File: config.mk
export PLATFORM = sky130hd
export DESIGN_NAME = yolo_detect_decoder
export DESIGN_NICKNAME = d
export VERILOG_FILES = /design/src/rtl/yolo_detect_decoder.sv
export SDC_FILE = /design/constraint.sdc
export NUM_CORES = 1
export LEC_CHECK = 0
export ABC_AREA = 1
export ABC_CLOCK_PERIOD_IN_PS = 7500
export BUFFER_PORTS_ARGS = -buffer_cell sky130_fd_sc_hd__buf_2
export CAP_MARGIN = 20
export CORE_MARGIN = 5
export CORE_UTILIZATION = 25
export DETAILED_ROUTE_END_ITERATION = 8
export PLACE_DENSITY_LB_ADDON = 0.25
export SLEW_MARGIN = 20
export SYNTH_ARGS = -nofsm -noshare
export SYNTH_HDL_FRONTEND = slang
export SYNTH_SLANG_ARGS = --single-unit
File: constraint.sdc
create_clock -name clk -period 7.5 [get_ports clk]
set_input_delay 1.125 -clock clk [delete_from_list [all_inputs] [get_ports clk]]
set_output_delay 1.125 -clock clk [all_outputs]
set_load 0.02 [all_outputs]
File: src/rtl/yolo_detect_decoder.sv
// yolo_detect_decoder: streaming decode stage between the last conv layer and NMS.
// Takes raw predictions one word per cycle (x, y, w, h, obj, cls0..clsC-1 per box),
// applies a piecewise-linear sigmoid to x, y and obj, and passes w and h through.
// Boxes whose sigmoid(obj) is below obj_thresh are dropped without an input bubble.
// Surviving boxes are presented on a valid/ready output.
//
// Ports:
//   clk, rst            clock (rising edge), asynchronous active-high reset
//   in_valid/in_ready   raw word handshake; in_data is signed Q(DATA_W-FRAC_BITS).FRAC_BITS
//   obj_thresh          unsigned threshold, sampled with word 0 of each box
//   out_valid/out_ready decoded box handshake
//   out_x/y/w/h/obj     decoded fields; out_box_idx is the box index within the cell
//   cell_done           one-cycle pulse after the last box of a cell resolves
//   boxes_kept          boxes emitted for that cell, held until the next cell_done
//
// Optional build macro YOLO_DETECT_CLASS_ARGMAX_EN adds out_class/out_class_score
// (argmax over the class words, lowest index wins ties, score = sigmoid(max)).
module yolo_detect_decoder #(
  parameter int unsigned B         = 3,
  parameter int unsigned C         = 20,
  parameter int unsigned DATA_W    = 16,
  parameter int unsigned FRAC_BITS = 8
) (
  input  logic                               clk,
  input  logic                               rst,
  input  logic                               in_valid,
  output logic                               in_ready,
  input  logic [DATA_W-1:0]                  in_data,
  input  logic [DATA_W-1:0]                  obj_thresh,
  output logic                               out_valid,
  input  logic                               out_ready,
  output logic [DATA_W-1:0]                  out_x,
  output logic [DATA_W-1:0]                  out_y,
  output logic [DATA_W-1:0]                  out_w,
  output logic [DATA_W-1:0]                  out_h,
  output logic [DATA_W-1:0]                  out_obj,
  output logic [((B > 1) ? $clog2(B) : 1)-1:0] out_box_idx,
`ifdef YOLO_DETECT_CLASS_ARGMAX_EN
  output logic [((C > 1) ? $clog2(C) : 1)-1:0] out_class,
  output logic [DATA_W-1:0]                  out_class_score,
`endif
  output logic                               cell_done,
  output logic [$clog2(B+1)-1:0]             boxes_kept
);

  localparam int unsigned BoxW     = (B > 1) ? $clog2(B) : 1;
  localparam int unsigned KeptW    = $clog2(B + 1);
  localparam int unsigned Words    = 5 + C;
  localparam int unsigned CntW     = $clog2(Words);
  localparam int unsigned LastWord = Words - 1;
  localparam int unsigned OneI     = 32'd1 << FRAC_BITS;

  localparam logic [DATA_W-1:0] One     = DATA_W'(OneI);
  localparam logic [DATA_W-1:0] Half    = DATA_W'(OneI >> 1);
  localparam logic [DATA_W-1:0] Five    = DATA_W'(5 * OneI);
  localparam logic [DATA_W-1:0] T2375   = DATA_W'((19 * OneI) >> 3);
  localparam logic [DATA_W-1:0] K84375  = DATA_W'((27 * OneI) >> 5);
  localparam logic [DATA_W-1:0] K625    = DATA_W'((5 * OneI) >> 3);
  localparam logic [DATA_W-1:0] MostNeg = {1'b1, {(DATA_W-1){1'b0}}};
  localparam logic [DATA_W-1:0] MaxPos  = {1'b0, {(DATA_W-1){1'b1}}};

  typedef enum logic [0:0] {StCollect, StEmit} state_e;

  function automatic logic [DATA_W-1:0] sigmoid(input logic [DATA_W-1:0] v);
    logic [DATA_W-1:0] a;
    logic [DATA_W-1:0] s;
    // |v| with the most-negative code saturated so it cannot wrap back negative
    if (v == MostNeg)       a = MaxPos;
    else if (v[DATA_W-1])   a = ~v + DATA_W'(1);
    else                    a = v;
    if (a >= Five)          s = One;
    else if (a >= T2375)    s = (a >> 5) + K84375;
    else if (a >= One)      s = (a >> 3) + K625;
    else                    s = (a >> 2) + Half;
    if (v[DATA_W-1])        s = One - s;
    return s;
  endfunction

  state_e            state_q, state_d;
  logic [CntW-1:0]   word_cnt_q;
  logic [BoxW-1:0]   box_cnt_q;
  logic [KeptW-1:0]  kept_cnt_q, boxes_kept_q;
  logic [DATA_W-1:0] thresh_q;
  logic [DATA_W-1:0] x_q, y_q, w_q, h_q, obj_q;
  logic              cell_done_q;

  logic              accept, last_word, keep, emit_hs, resolve, cell_end;
  logic [DATA_W-1:0] sig_in, obj_sig;

  always_comb begin
    accept    = in_valid & in_ready;
    sig_in    = sigmoid(in_data);
    last_word = accept && (word_cnt_q == CntW'(LastWord));
    // With no class words the obj word is the last word, so use it directly
    obj_sig   = (C == 0) ? sig_in : obj_q;
    keep      = obj_sig >= thresh_q;
    emit_hs   = (state_q == StEmit) & out_ready;
    resolve   = (last_word & ~keep) | emit_hs;
    cell_end  = resolve & (box_cnt_q == BoxW'(B - 1));
  end

  always_comb begin
    state_d = state_q;
    unique case (state_q)
      StCollect: if (last_word && keep) state_d = StEmit;
      StEmit:    if (out_ready) state_d = StCollect;
      default:   state_d = StCollect;
    endcase
  end

  always_ff @(posedge clk or posedge rst) begin
    if (rst) begin
      state_q      <= StCollect;
      word_cnt_q   <= '0;
      box_cnt_q    <= '0;
      kept_cnt_q   <= '0;
      boxes_kept_q <= '0;
      thresh_q     <= '0;
      x_q          <= '0;
      y_q          <= '0;
      w_q          <= '0;
      h_q          <= '0;
      obj_q        <= '0;
      cell_done_q  <= 1'b0;
    end else begin
      state_q <= state_d;
      if (accept) begin
        word_cnt_q <= last_word ? '0 : word_cnt_q + CntW'(1);
        if (word_cnt_q == CntW'(0)) begin
          x_q      <= sig_in;
          thresh_q <= obj_thresh;
        end
        if (word_cnt_q == CntW'(1)) y_q   <= sig_in;
        if (word_cnt_q == CntW'(2)) w_q   <= in_data;
        if (word_cnt_q == CntW'(3)) h_q   <= in_data;
        if (word_cnt_q == CntW'(4)) obj_q <= sig_in;
      end
      if (resolve) box_cnt_q <= cell_end ? '0 : box_cnt_q + BoxW'(1);
      cell_done_q <= cell_end;
      if (cell_end) begin
        boxes_kept_q <= kept_cnt_q + KeptW'(emit_hs);
        kept_cnt_q   <= '0;
      end else if (emit_hs) begin
        kept_cnt_q <= kept_cnt_q + KeptW'(1);
      end
    end
  end

  // in_ready drops combinationally with rst so nothing is accepted during reset
  assign in_ready    = (state_q == StCollect) & ~rst;
  assign out_valid   = (state_q == StEmit);
  assign out_x       = x_q;
  assign out_y       = y_q;
  assign out_w       = w_q;
  assign out_h       = h_q;
  assign out_obj     = obj_q;
  assign out_box_idx = box_cnt_q;
  assign cell_done   = cell_done_q;
  assign boxes_kept  = boxes_kept_q;

`ifdef YOLO_DETECT_CLASS_ARGMAX_EN
  localparam int unsigned ClsW = (C > 1) ? $clog2(C) : 1;

  logic signed [DATA_W-1:0] max_q, run_max;
  logic [ClsW-1:0]          max_idx_q, run_idx, class_q;
  logic [DATA_W-1:0]        class_score_q;
  logic                     is_cls;

  always_comb begin
    is_cls  = word_cnt_q >= CntW'(5);
    run_max = max_q;
    run_idx = max_idx_q;
    // Strict > keeps the earlier index on ties
    if ((word_cnt_q == CntW'(5)) || ($signed(in_data) > max_q)) begin
      run_max = $signed(in_data);
      run_idx = ClsW'(word_cnt_q - CntW'(5));
    end
  end

  always_ff @(posedge clk or posedge rst) begin
    if (rst) begin
      max_q         <= '0;
      max_idx_q     <= '0;
      class_q       <= '0;
      class_score_q <= '0;
    end else begin
      if (accept && is_cls) begin
        max_q     <= run_max;
        max_idx_q <= run_idx;
      end
      if (last_word) begin
        class_q       <= (C == 0) ? '0 : run_idx;
        class_score_q <= (C == 0) ? '0 : sigmoid(run_max);
      end
    end
  end

  assign out_class       = class_q;
  assign out_class_score = class_score_q;
`endif

endmodule

* Yosys cells after proc, flatten, opt, wreduce, memory -nomap -nowiden
Cells that the tools add are included.
Word-level totals: output and inout bits 87, bits in registers 109, input bits 36
Cells by class: add/sub/neg operators 9, bitwise operators 10, order comparisons 4, muxes and demuxes 13, reductions and logical operators 9, equality and inequality tests 7
Operator list (count):
- $mux 16 | 4
- $mux 15 | 2
- $add 16x1->16 const B | 1
- $eq 16x16->1 const B | 1
- $ge 16x10->1 const B | 1
- $ge 16x11->1 const B | 1
- $ge 16x16->1 | 1
- $ge 16x9->1 const B | 1
- $not 16->16 | 1
- $sub 9x16->16 const A | 1
- $add 14x8->15 const B | 1
- $add 13x8->14 const B | 1
- $add 11x8->12 const B | 1
- $eq 5x2->1 const B | 2
- $reduce_and 2->1 | 5
- $mux 2 | 3
- $add 5x1->5 const B | 1
- $and 1x1->1 | 5
- $eq 5x1->1 const B | 1
- $eq 5x3->1 const B | 1
- $eq 5x5->1 const B | 1
- $logic_not 5->1 | 1
- $mux 5 | 1
- $add 2x1->2 const B | 2
- other kinds (8) | 12

* Logic depth before layout (Yosys ltp)
Gate-level depths: netlist of the first run.
word-level depth 10, mapped depth 29, depth with buffers taken out 28

* Least setup slack after synthesis of the first run
Ideal clock, no wire load.
path type input -> register, start in in_data[0], end reg x_q[6] (netlist: out_x[6]), setup slack 3711 ps, cell stages on the path 27, arrival time 3672 ps, data required time 7383 ps, buffers on the path 1, setup time 117 ps, cells stage by stage inv_1 > ha_1 > nand3_1 > nor2_1 > nand3b_1 > nand3_1 > inv_1 > ha_1 > inv_1 > nor2_4 > nand2_4 > nor2_8 > nand2_4 > buf_6 > nand2_2 > nand2_1 > nand2_1 > nand3_2 > ha_1 > nand3_2 > inv_2 > nand2_1 > nand2_1 > nand2_1 > nand2_1 > nand2_1 > nand2_1
Between the ends: word-level cells in the longest chain between the ends 10, elaborated cells between the ends (all ways) 16, classes of those cells add/sub (5); order compare (3); eq/ne (1); mux (6); bitwise (1)
Ends and longest elaborated chain:
- start: declaration | RTL line 28 | input logic [DATA_W-1:0] in_data,
- $not 16->16 | RTL line 69 | else if (v[DATA_W-1]) a = ~v + DATA_W'(1);
- $add 16x1->16 | RTL line 69
- $mux 16 | RTL line 69
- $mux 16 (*) | RTL line 68 | if (v == MostNeg) a = MaxPos;
- $add 14x8->15 (tied with other cells) | RTL line 74 | else s = (a >> 2) + Half;
- $mux 15 | RTL line 73 | else if (a >= One) s = (a >> 3) + K625;
- $mux 15 | RTL line 72 | else if (a >= T2375) s = (a >> 5) + K84375;
- $mux 16 (*) | RTL line 71 | if (a >= Five) s = One;
- $sub 9x16->16 | RTL line 75 | if (v[DATA_W-1]) s = One - s;
- $mux 16 (*) | RTL line 75
- end signal: assignment | RTL line 130 | x_q <= sig_in;
- end: declaration | RTL line 84 | logic [DATA_W-1:0] x_q, y_q, w_q, h_q, obj_q;
Every way passes the cells marked *; elsewhere a longest branch is shown, timed or not. A chain may end at the register's enable or synchronous reset.

* Worst setup path after layout of the first run
start in in_data[15], end reg x_q[6] (netlist: out_x[6])
Between the ends: word-level cells in the longest chain between the ends 10, elaborated cells between the ends (all ways) 16, classes of those cells add/sub (5); order compare (3); eq/ne (1); mux (6); bitwise (1)
Ends and longest elaborated chain (RTL line):
- $not 16->16 | 69
- $add 16x1->16 | 69
- $mux 16 | 69
- $mux 16 | 68
- $ge 16x9->1 | 73
- $mux 15 | 73
- $mux 15 | 72
- $mux 16 | 71
- $sub 9x16->16 | 75
- $mux 16 (*) | 75
Marks and branches as above.

==> results of run 1 <==
## layout make-up
| cell class | count | share of cell area [%] |
|---|---|---|
| multi-input cells | 556 | 39.71 |
| flip-flops and latches | 109 | 36.98 |
| repair buffers | 128 | 8.889 |
| well taps | 324 | 5.496 |
| inverters | 91 | 4.733 |
| clock buffers | 10 | 3.240 |
| clock inverters | 6 | 0.9500 |
## per-layer routing
layer	wire (µm)	share of wire (%)
met3	740	4.4
met5	0	0
met1	7994	47
met2	8006	47
met4	212	1.3
## kinds of logic after synthesis
group,after synthesis,synth area share (%)
xor+xnor,8,1.149
buf+inv,112,7.388
fa+ha+maj,30,6.156
flops,109,44.74
compound gates,98,8.496
simple gates,420,32.07
## how the worst max path moves through the flow
| stage | endpoint | start | cells past startpoint |
|---|---|---|---|
| floorplan | boxes_kept[0] | rst | 1 |
| global placement | out_obj[12] | in_data[15] | 20 |
| detailed placement | out_obj[6] | in_data[15] | 24 |
| CTS | out_obj[6] | in_data[15] | 24 |
| global route | out_x[6] | in_data[15] | 24 |
| finish | out_x[6] | in_data[15] | 24 |
## sequential cells by signal (all words and copies together), names as in the netlist
| register | count |
|---|---|
| boxes_kept | 2 |
| cell_done | 1 |
| kept_cnt_q | 2 |
| out_box_idx | 2 |
| out_h | 16 |
| out_obj | 16 |
| out_valid | 1 |
| out_w | 16 |
| out_x | 16 |
| out_y | 16 |
| thresh_q | 16 |
| word_cnt_q | 5 |
## stage by stage
stage	utilization [%]	instance area, µm²	setup WS (ns)	total power, W
finish	30.51	7376	3.353	0.002447
global route	30.51	7376	3.029	0.002644
CTS	30.48	7368	3.379	0.002487
detailed placement	29.20	7059	3.002	0.001977
global placement	29.20	7059	3.050	0.001964
floorplan	-	6097	3.501	0.001612
## power breakdown
part	switching, W	internal [W]	leakage [nW]
Combinational	0.000637	0.000333	2.57
Clock	0.000251	0.000249	0.154
Sequential	0.000152	0.000826	1.39
Total	0.00104	0.00141	4.11
## layout by cell type (no fill, tap or decap), types with 3 or more instances in the layout
| cell type | count |
|---|---|
| inv_8 | 4 |
| inv_2 | 10 |
| nand2_1 | 251 |
| nor2_1 | 60 |
| ha_1 | 30 |
| nand3_1 | 42 |
| nand2_2 | 9 |
| buf_2 | 122 |
| buf_4 | 5 |
| nand4_1 | 6 |
| nor2_2 | 14 |
| a31oi_1 | 3 |
| xor2_1 | 6 |
| nand3_2 | 14 |
| nand2_4 | 5 |
| o21ai_0 | 37 |
| clkbuf_16 | 9 |
| dfrtp_1 | 109 |
| nor2_4 | 4 |
| a21oi_1 | 48 |
| inv_1 | 78 |
| o21ai_1 | 3 |
| nor3_2 | 3 |
## worst min-delay path: cells and delay by family (launching register included)
family | cells | cell delay [ns]
and+or+nand+nor | 2 | 0.11
DFF | 1 | 0.35
==> metrics.log, run 1 <==
[metrics] first-pass GRT wire length: 27680 µm
[metrics] ANT nets after route: 0
[metrics] floorplan die height: 166.2 µm
[metrics] Setup Skew: 0.01018 ns
[metrics] Synth Instances: 777
[metrics] depth of the worst hold-timing path: 2
[metrics] number of buffers created by CTS: 9
[metrics] total routing resource utilization after global routing: 12.34%
[metrics] cell taking the most area after synthesis: dfrtp_1
[metrics] delay contributed by the slowest stage of the critical path: 0.51 ns
[metrics] depth of the worst register-to-register path: 18
[metrics] maximum level of the CTS H-tree: 3
[metrics] Filler Cell Count: 2616
[metrics] Buf+Inv Stages, Crit Path: 6
[metrics] Mapped Avg Cell Area: 7.847 µm²
[metrics] leading register cell type out of synthesis: dfrtp_1
[metrics] Die Span X: 166.2 µm
[metrics] EDFF count, synth: 0
[metrics] ratio of total power to cell area: 331.8 mW/mm²
[metrics] path type of the worst min-delay path: flip-flop to flip-flop
[metrics] number of setup violations in the final report: 0
[metrics] antenna violations before repair: 0
[metrics] CP max FO: 35
[metrics] hold path start: out_y[11]
[metrics] kind of critical path: input pin to flip-flop
[metrics] via count of the first global-routing pass: 5102
[metrics] result of the run: complete, no violations
[metrics] Crit path arrival time: 4.45 ns
[metrics] final-stage net count: 961
[metrics] Die Area: 0.02761 mm²
[metrics] synthesized flop and latch total: 109
[metrics] initial cell density of the core: 25.22%
[metrics] met3 GRT Util: 2.809%
[metrics] Reg-to-Reg End: boxes_kept[1]
[metrics] row cnt: 57
[metrics] final total negative setup slack: 0 ns
[metrics] post-synth cell types: 38
[metrics] clk slew on worst S/H paths: 0.08 ns
[metrics] cells taking the most area after synthesis: dfrtp_1 (45%), nand2_1 (15%), ha_1 (6.2%)
[metrics] largest net degree at the start of global routing: 62
[metrics] portion of the clock cycle consumed by the worst path in the final layout: 55.30%
[metrics] cell type group with the largest total delay on the critical path: simple AND/OR/NAND/NOR gates
[metrics] synthesis warning total: 0
[metrics] total instance count after detailed placement: 1207
[metrics] Clock Tree Buf Depth: 2
[metrics] DRC violation count after routing: 0
[metrics] footprint of the multi-input gates: 0.002929 mm²
[metrics] TritonCTS clock tree: done
[metrics] startpoint types: input pin
[metrics] final WL: 16950 µm
[metrics] Synth async-reset ratio: 100.0%
[metrics] number of top-level pins: 123
[metrics] leftover overflow at the end of global routing: 0
[metrics] Worst-Skew Late Latency: 0.36 ns
[metrics] met1 Usage GRT: 16.38%
[metrics] count of input and output buffers: 122
[metrics] maximum achievable frequency: 241.1 MHz
[metrics] number of maximum-capacitance violations: 0
[metrics] clock root buffer master: clkbuf_16
[metrics] drt first pass iters: 4
[metrics] hold buffers post-CTS: 0
[metrics] Top Usage Layer GRT: met2
[metrics] worst-case hold path end point: out_y[11]
[metrics] max-slew violation count: 0
[metrics] Hold Fails Final Rpt: 0
[metrics] Crit. End Element: flip-flop
[metrics] number of instances resized during post-cts repair: 0
[metrics] minimum clock period: 4.147 ns
[metrics] most common library cells after synthesis: nand2_1 (251), dfrtp_1 (109), inv_1 (79)
[metrics] transition time at the pin with the least slew margin: 0.7864 ns
[metrics] Core Footprint: 0.02418 mm²
[metrics] worst hold slack: 0.4819 ns
[metrics] count of non-filler cells in the finished layout: 1224
[metrics] proportion of synthesized chip area in sequential cells: 44.74%
[metrics] post-synthesis instance area: 0.006097 mm²
[metrics] TritonCTS Sinks: 109
[metrics] layout cell share with drive strength beyond 1: 23.67%
[metrics] Rel. slew slack: 47.57%
[metrics] synthesized netlist net count: 843
[metrics] FF-to-FF setup slack: 4.90 ns
[metrics] Post-CTS Setup Repair Bufs: 0
[metrics] ant diodes: 0
[metrics] Register Area: 0.002728 mm²
[metrics] data required time at the worst endpoint: 7.80 ns
[metrics] slowest stage cell, crit path: buf_2
[metrics] number of violations reported at the end of detailed-routing iteration 0: 331
[metrics] post-detailed-route wirelength per cell: 13.85 µm
[metrics] number of vias after detailed routing: 5223
[metrics] layout-stage area growth over the synthesis result: 20.97%
[metrics] leakage power summed over all cells: 4.109 nW
[metrics] grt met2 use: 20.49%
[metrics] most numerous cell on the critical path: nand2_1
[metrics] most numerous cell in the Yosys netlist: nand2_1
[metrics] via density per instance: 4.267
[metrics] routability congestion estimate: 0.8565
[metrics] total half-perimeter wirelength after legalization and detailed placement: 13000 µm
[metrics] proportion of netlist area held by the largest area contributor: 44.74%
[metrics] critical path, cell by cell: buf_2 -> inv_6 -> nor2_2 -> nand3_1 -> nand3b_1 -> nand3_1 -> inv_1 -> ha_1 -> inv_1 -> nand2_1 -> nand2_1 -> nor2_1 -> o21ai_1 -> inv_2 -> nand3_2 -> ha_1 -> nand3_2 -> inv_2 -> nand2_1 -> nand2_1 -> nand2_1 -> nand2_1 -> nand2_1 -> nand2_1
[metrics] IR drop worst, VDD: 0.1151 mV
[metrics] RSZ-0062 raised after global routing: no
[metrics] launch point of the worst reg-to-reg path: out_obj[0]
No activity file was read; power rests on OpenSTA's default activity.
==> run 2, diff against run 1 <==
--- a/config.mk
+++ b/config.mk
@@ -6,7 +6,7 @@
 export NUM_CORES = 1
 export LEC_CHECK = 0
 export ABC_AREA = 1
-export ABC_CLOCK_PERIOD_IN_PS = 7500
+export ABC_CLOCK_PERIOD_IN_PS = 4100
 export BUFFER_PORTS_ARGS = -buffer_cell sky130_fd_sc_hd__buf_2
 export CAP_MARGIN = 20
 export CORE_MARGIN = 5
==> constraint.sdc (replaced) <==
create_clock -name clk -period 4.1 [get_ports clk]
set_input_delay 0.615 -clock clk [delete_from_list [all_inputs] [get_ports clk]]
set_output_delay 0.615 -clock clk [all_outputs]
set_load 0.02 [all_outputs]
==> run 2 against run 1 <==
Non-clock buffer count grew 3. Final cell count is 0.16% higher. Final area shrank 0.10%. Global-route usage hardly changed. Clock skew down 0.0017 ns. Critical path depth down 2. Utilization about the same. Sequential share of layout area is essentially flat. First-iteration DRC count is 5.4% lower. Largest cell class unchanged. Highest routed layer unchanged.
==> metrics.log, run 2 (synthesis results as in run 1) <==
[metrics] result of the run: complete, no violations
[metrics] Core Footprint: 0.02418 mm²
[metrics] Clock Tree Buf Depth: 2
[metrics] clock root buffer master: clkbuf_16
[metrics] count of input and output buffers: 122
[metrics] initial cell density of the core: 25.22%
[metrics] path type of the worst min-delay path: input pin to asynchronous set/reset pin
[metrics] Setup Skew: 0.008472 ns
[metrics] ratio of total power to cell area: 598.3 mW/mm²
[metrics] hold buffers post-CTS: 0
[metrics] Reg-to-Reg End: boxes_kept[0]
[metrics] first-pass GRT wire length: 28010 µm
[metrics] Crit. End Element: flip-flop
[metrics] Rel. slew slack: 41.48%
[metrics] transition time at the pin with the least slew margin: 0.8778 ns
[metrics] IR drop worst, VDD: 0.2067 mV
[metrics] depth of the worst register-to-register path: 18
[metrics] Hold Fails Final Rpt: 0
[metrics] number of top-level pins: 123
[metrics] row cnt: 57
[metrics] ANT nets after route: 0
[metrics] leftover overflow at the end of global routing: 0
[metrics] count of non-filler cells in the finished layout: 1226
[metrics] portion of the clock cycle consumed by the worst path in the final layout: 85.17%
[metrics] maximum achievable frequency: 286.4 MHz
[metrics] RSZ-0062 raised after global routing: no
[metrics] routability congestion estimate: 0.8321
[metrics] maximum level of the CTS H-tree: 3
[metrics] total half-perimeter wirelength after legalization and detailed placement: 13070 µm
[metrics] number of violations reported at the end of detailed-routing iteration 0: 313
[metrics] ant diodes: 0
[metrics] layout-stage area growth over the synthesis result: 20.85%
[metrics] TritonCTS Sinks: 109
[metrics] number of vias after detailed routing: 5236
[metrics] number of instances resized during post-cts repair: 0
[metrics] clk slew on worst S/H paths: 0.07 ns
[metrics] leakage power summed over all cells: 4.105 nW
[metrics] max-slew violation count: 0
[metrics] Register Area: 0.002728 mm²
[metrics] final total negative setup slack: 0 ns
[metrics] minimum clock period: 3.492 ns
[metrics] floorplan die height: 166.2 µm
[metrics] number of maximum-capacitance violations: 0
[metrics] number of setup violations in the final report: 0
[metrics] total routing resource utilization after global routing: 12.36%
[metrics] number of buffers created by CTS: 9
[metrics] post-layout instance area: 0.007368 mm²
[metrics] CP max FO: 7
[metrics] Crit path arrival time: 3.78 ns
[metrics] Total Power: 0.004408 W
[metrics] antenna violations before repair: 0
[metrics] Die Area: 0.02761 mm²
[metrics] Filler Cell Count: 2601
[metrics] footprint of the multi-input gates: 0.002929 mm²
[metrics] grt met2 use: 20.56%
[metrics] TritonCTS clock tree: done
[metrics] most frequent standard cell in the layout excluding fill and tap cells: nand2_1
[metrics] Post-CTS Setup Repair Bufs: 0
[metrics] Worst-Skew Late Latency: 0.35 ns
[metrics] post-detailed-route wirelength per cell: 13.76 µm
[metrics] Placement Cell Area: 0.007089 mm²
[metrics] met1 Usage GRT: 16.31%
[metrics] final-stage net count: 964
[metrics] data required time at the worst endpoint: 4.39 ns
[metrics] via density per instance: 4.271
[metrics] launch point of the worst reg-to-reg path: out_obj[0]
[metrics] Die Span X: 166.2 µm
[metrics] FF-to-FF setup slack: 1.48 ns
[metrics] largest net degree at the start of global routing: 70
[metrics] via count of the first global-routing pass: 5231
[metrics] utilization of the core after routing: 30.48%
[metrics] drt first pass iters: 4
[metrics] total instance count after detailed placement: 1211
[metrics] kind of critical path: input pin to flip-flop
[metrics] met3 GRT Util: 2.404%
[metrics] final WL: 16870 µm
[metrics] leading cell types in the layout, fill and taps excluded: nand2_1 (251), buf_2 (122), dfrtp_1 (109)
[metrics] Top Usage Layer GRT: met2
[metrics] layout cell share with drive strength beyond 1: 23.84%
[metrics] DRC violation count after routing: 0
[metrics] startpoint types: input pin
[run 2: critical path, cell delays in order]
cell,delay [ns]
buf_2,0.10
inv_1,0.14
ha_1,0.23
nand3_1,0.15
nor2_1,0.16
nand3b_1,0.17
nand3_1,0.25
inv_1,0.12
ha_1,0.21
inv_1,0.11
nand2_1,0.08
nand2_1,0.07
nor2_1,0.04
o21ai_1,0.18
inv_2,0.16
nand3_2,0.16
ha_1,0.20
nand3_2,0.10
nand2_1,0.08
xor2_1,0.26
nand2_1,0.10
nand2_1,0.07
[run 2: layout make-up]
class | instances | share of cell area, %
multi-input combinational | 556 | 39.75
sequential | 109 | 37.02
timing repair buffer | 131 | 9.204
tap | 324 | 5.502
inverter | 91 | 4.738
clock buffer | 9 | 3.057
clock inverter | 6 | 0.7302
[run 2: worst max-delay path by stage]
stage / end / cells after the start / start
after floorplan: boxes_kept[0] / 1 / rst
after detailed placement: out_x[4] / 22 / in_data[0]
after global placement: out_x[1] / 22 / in_data[0]
after global routing: out_y[1] / 19 / in_data[0]
after CTS: out_x[1] / 22 / in_data[0]
final: out_x[4] / 22 / in_data[0]
[run 2: per-stage QoR]
| step | hold WS, ns | worst slack, ns |
|---|---|---|
| after floorplan | 0.4459 | 0.6111 |
| after global placement | 0.4619 | 0.3494 |
| after detailed placement | 0.4646 | 0.2609 |
| after CTS | 0.4573 | 0.6396 |
| after global routing | 0.4709 | 0.2238 |
| final | 0.4276 | 0.6080 |
[run 2: layer usage]
layer | routed length, µm | part of all wire [%] | up-vias
met3 | 835 | 5.0 | 15
met4 | 218 | 1.3 | 0
met2 | 7894 | 47 | 88
li1 | - | - | 2696
met5 | 0 | 0 | -
met1 | 7916 | 47 | 2437
[run 2: power breakdown]
part           switching (W)  total (W)  internal (W)
Clock               0.000426   0.000848      0.000422
Combinational        0.00115    0.00176      0.000609
Sequential          0.000290    0.00180       0.00151
Total                0.00187    0.00441       0.00254
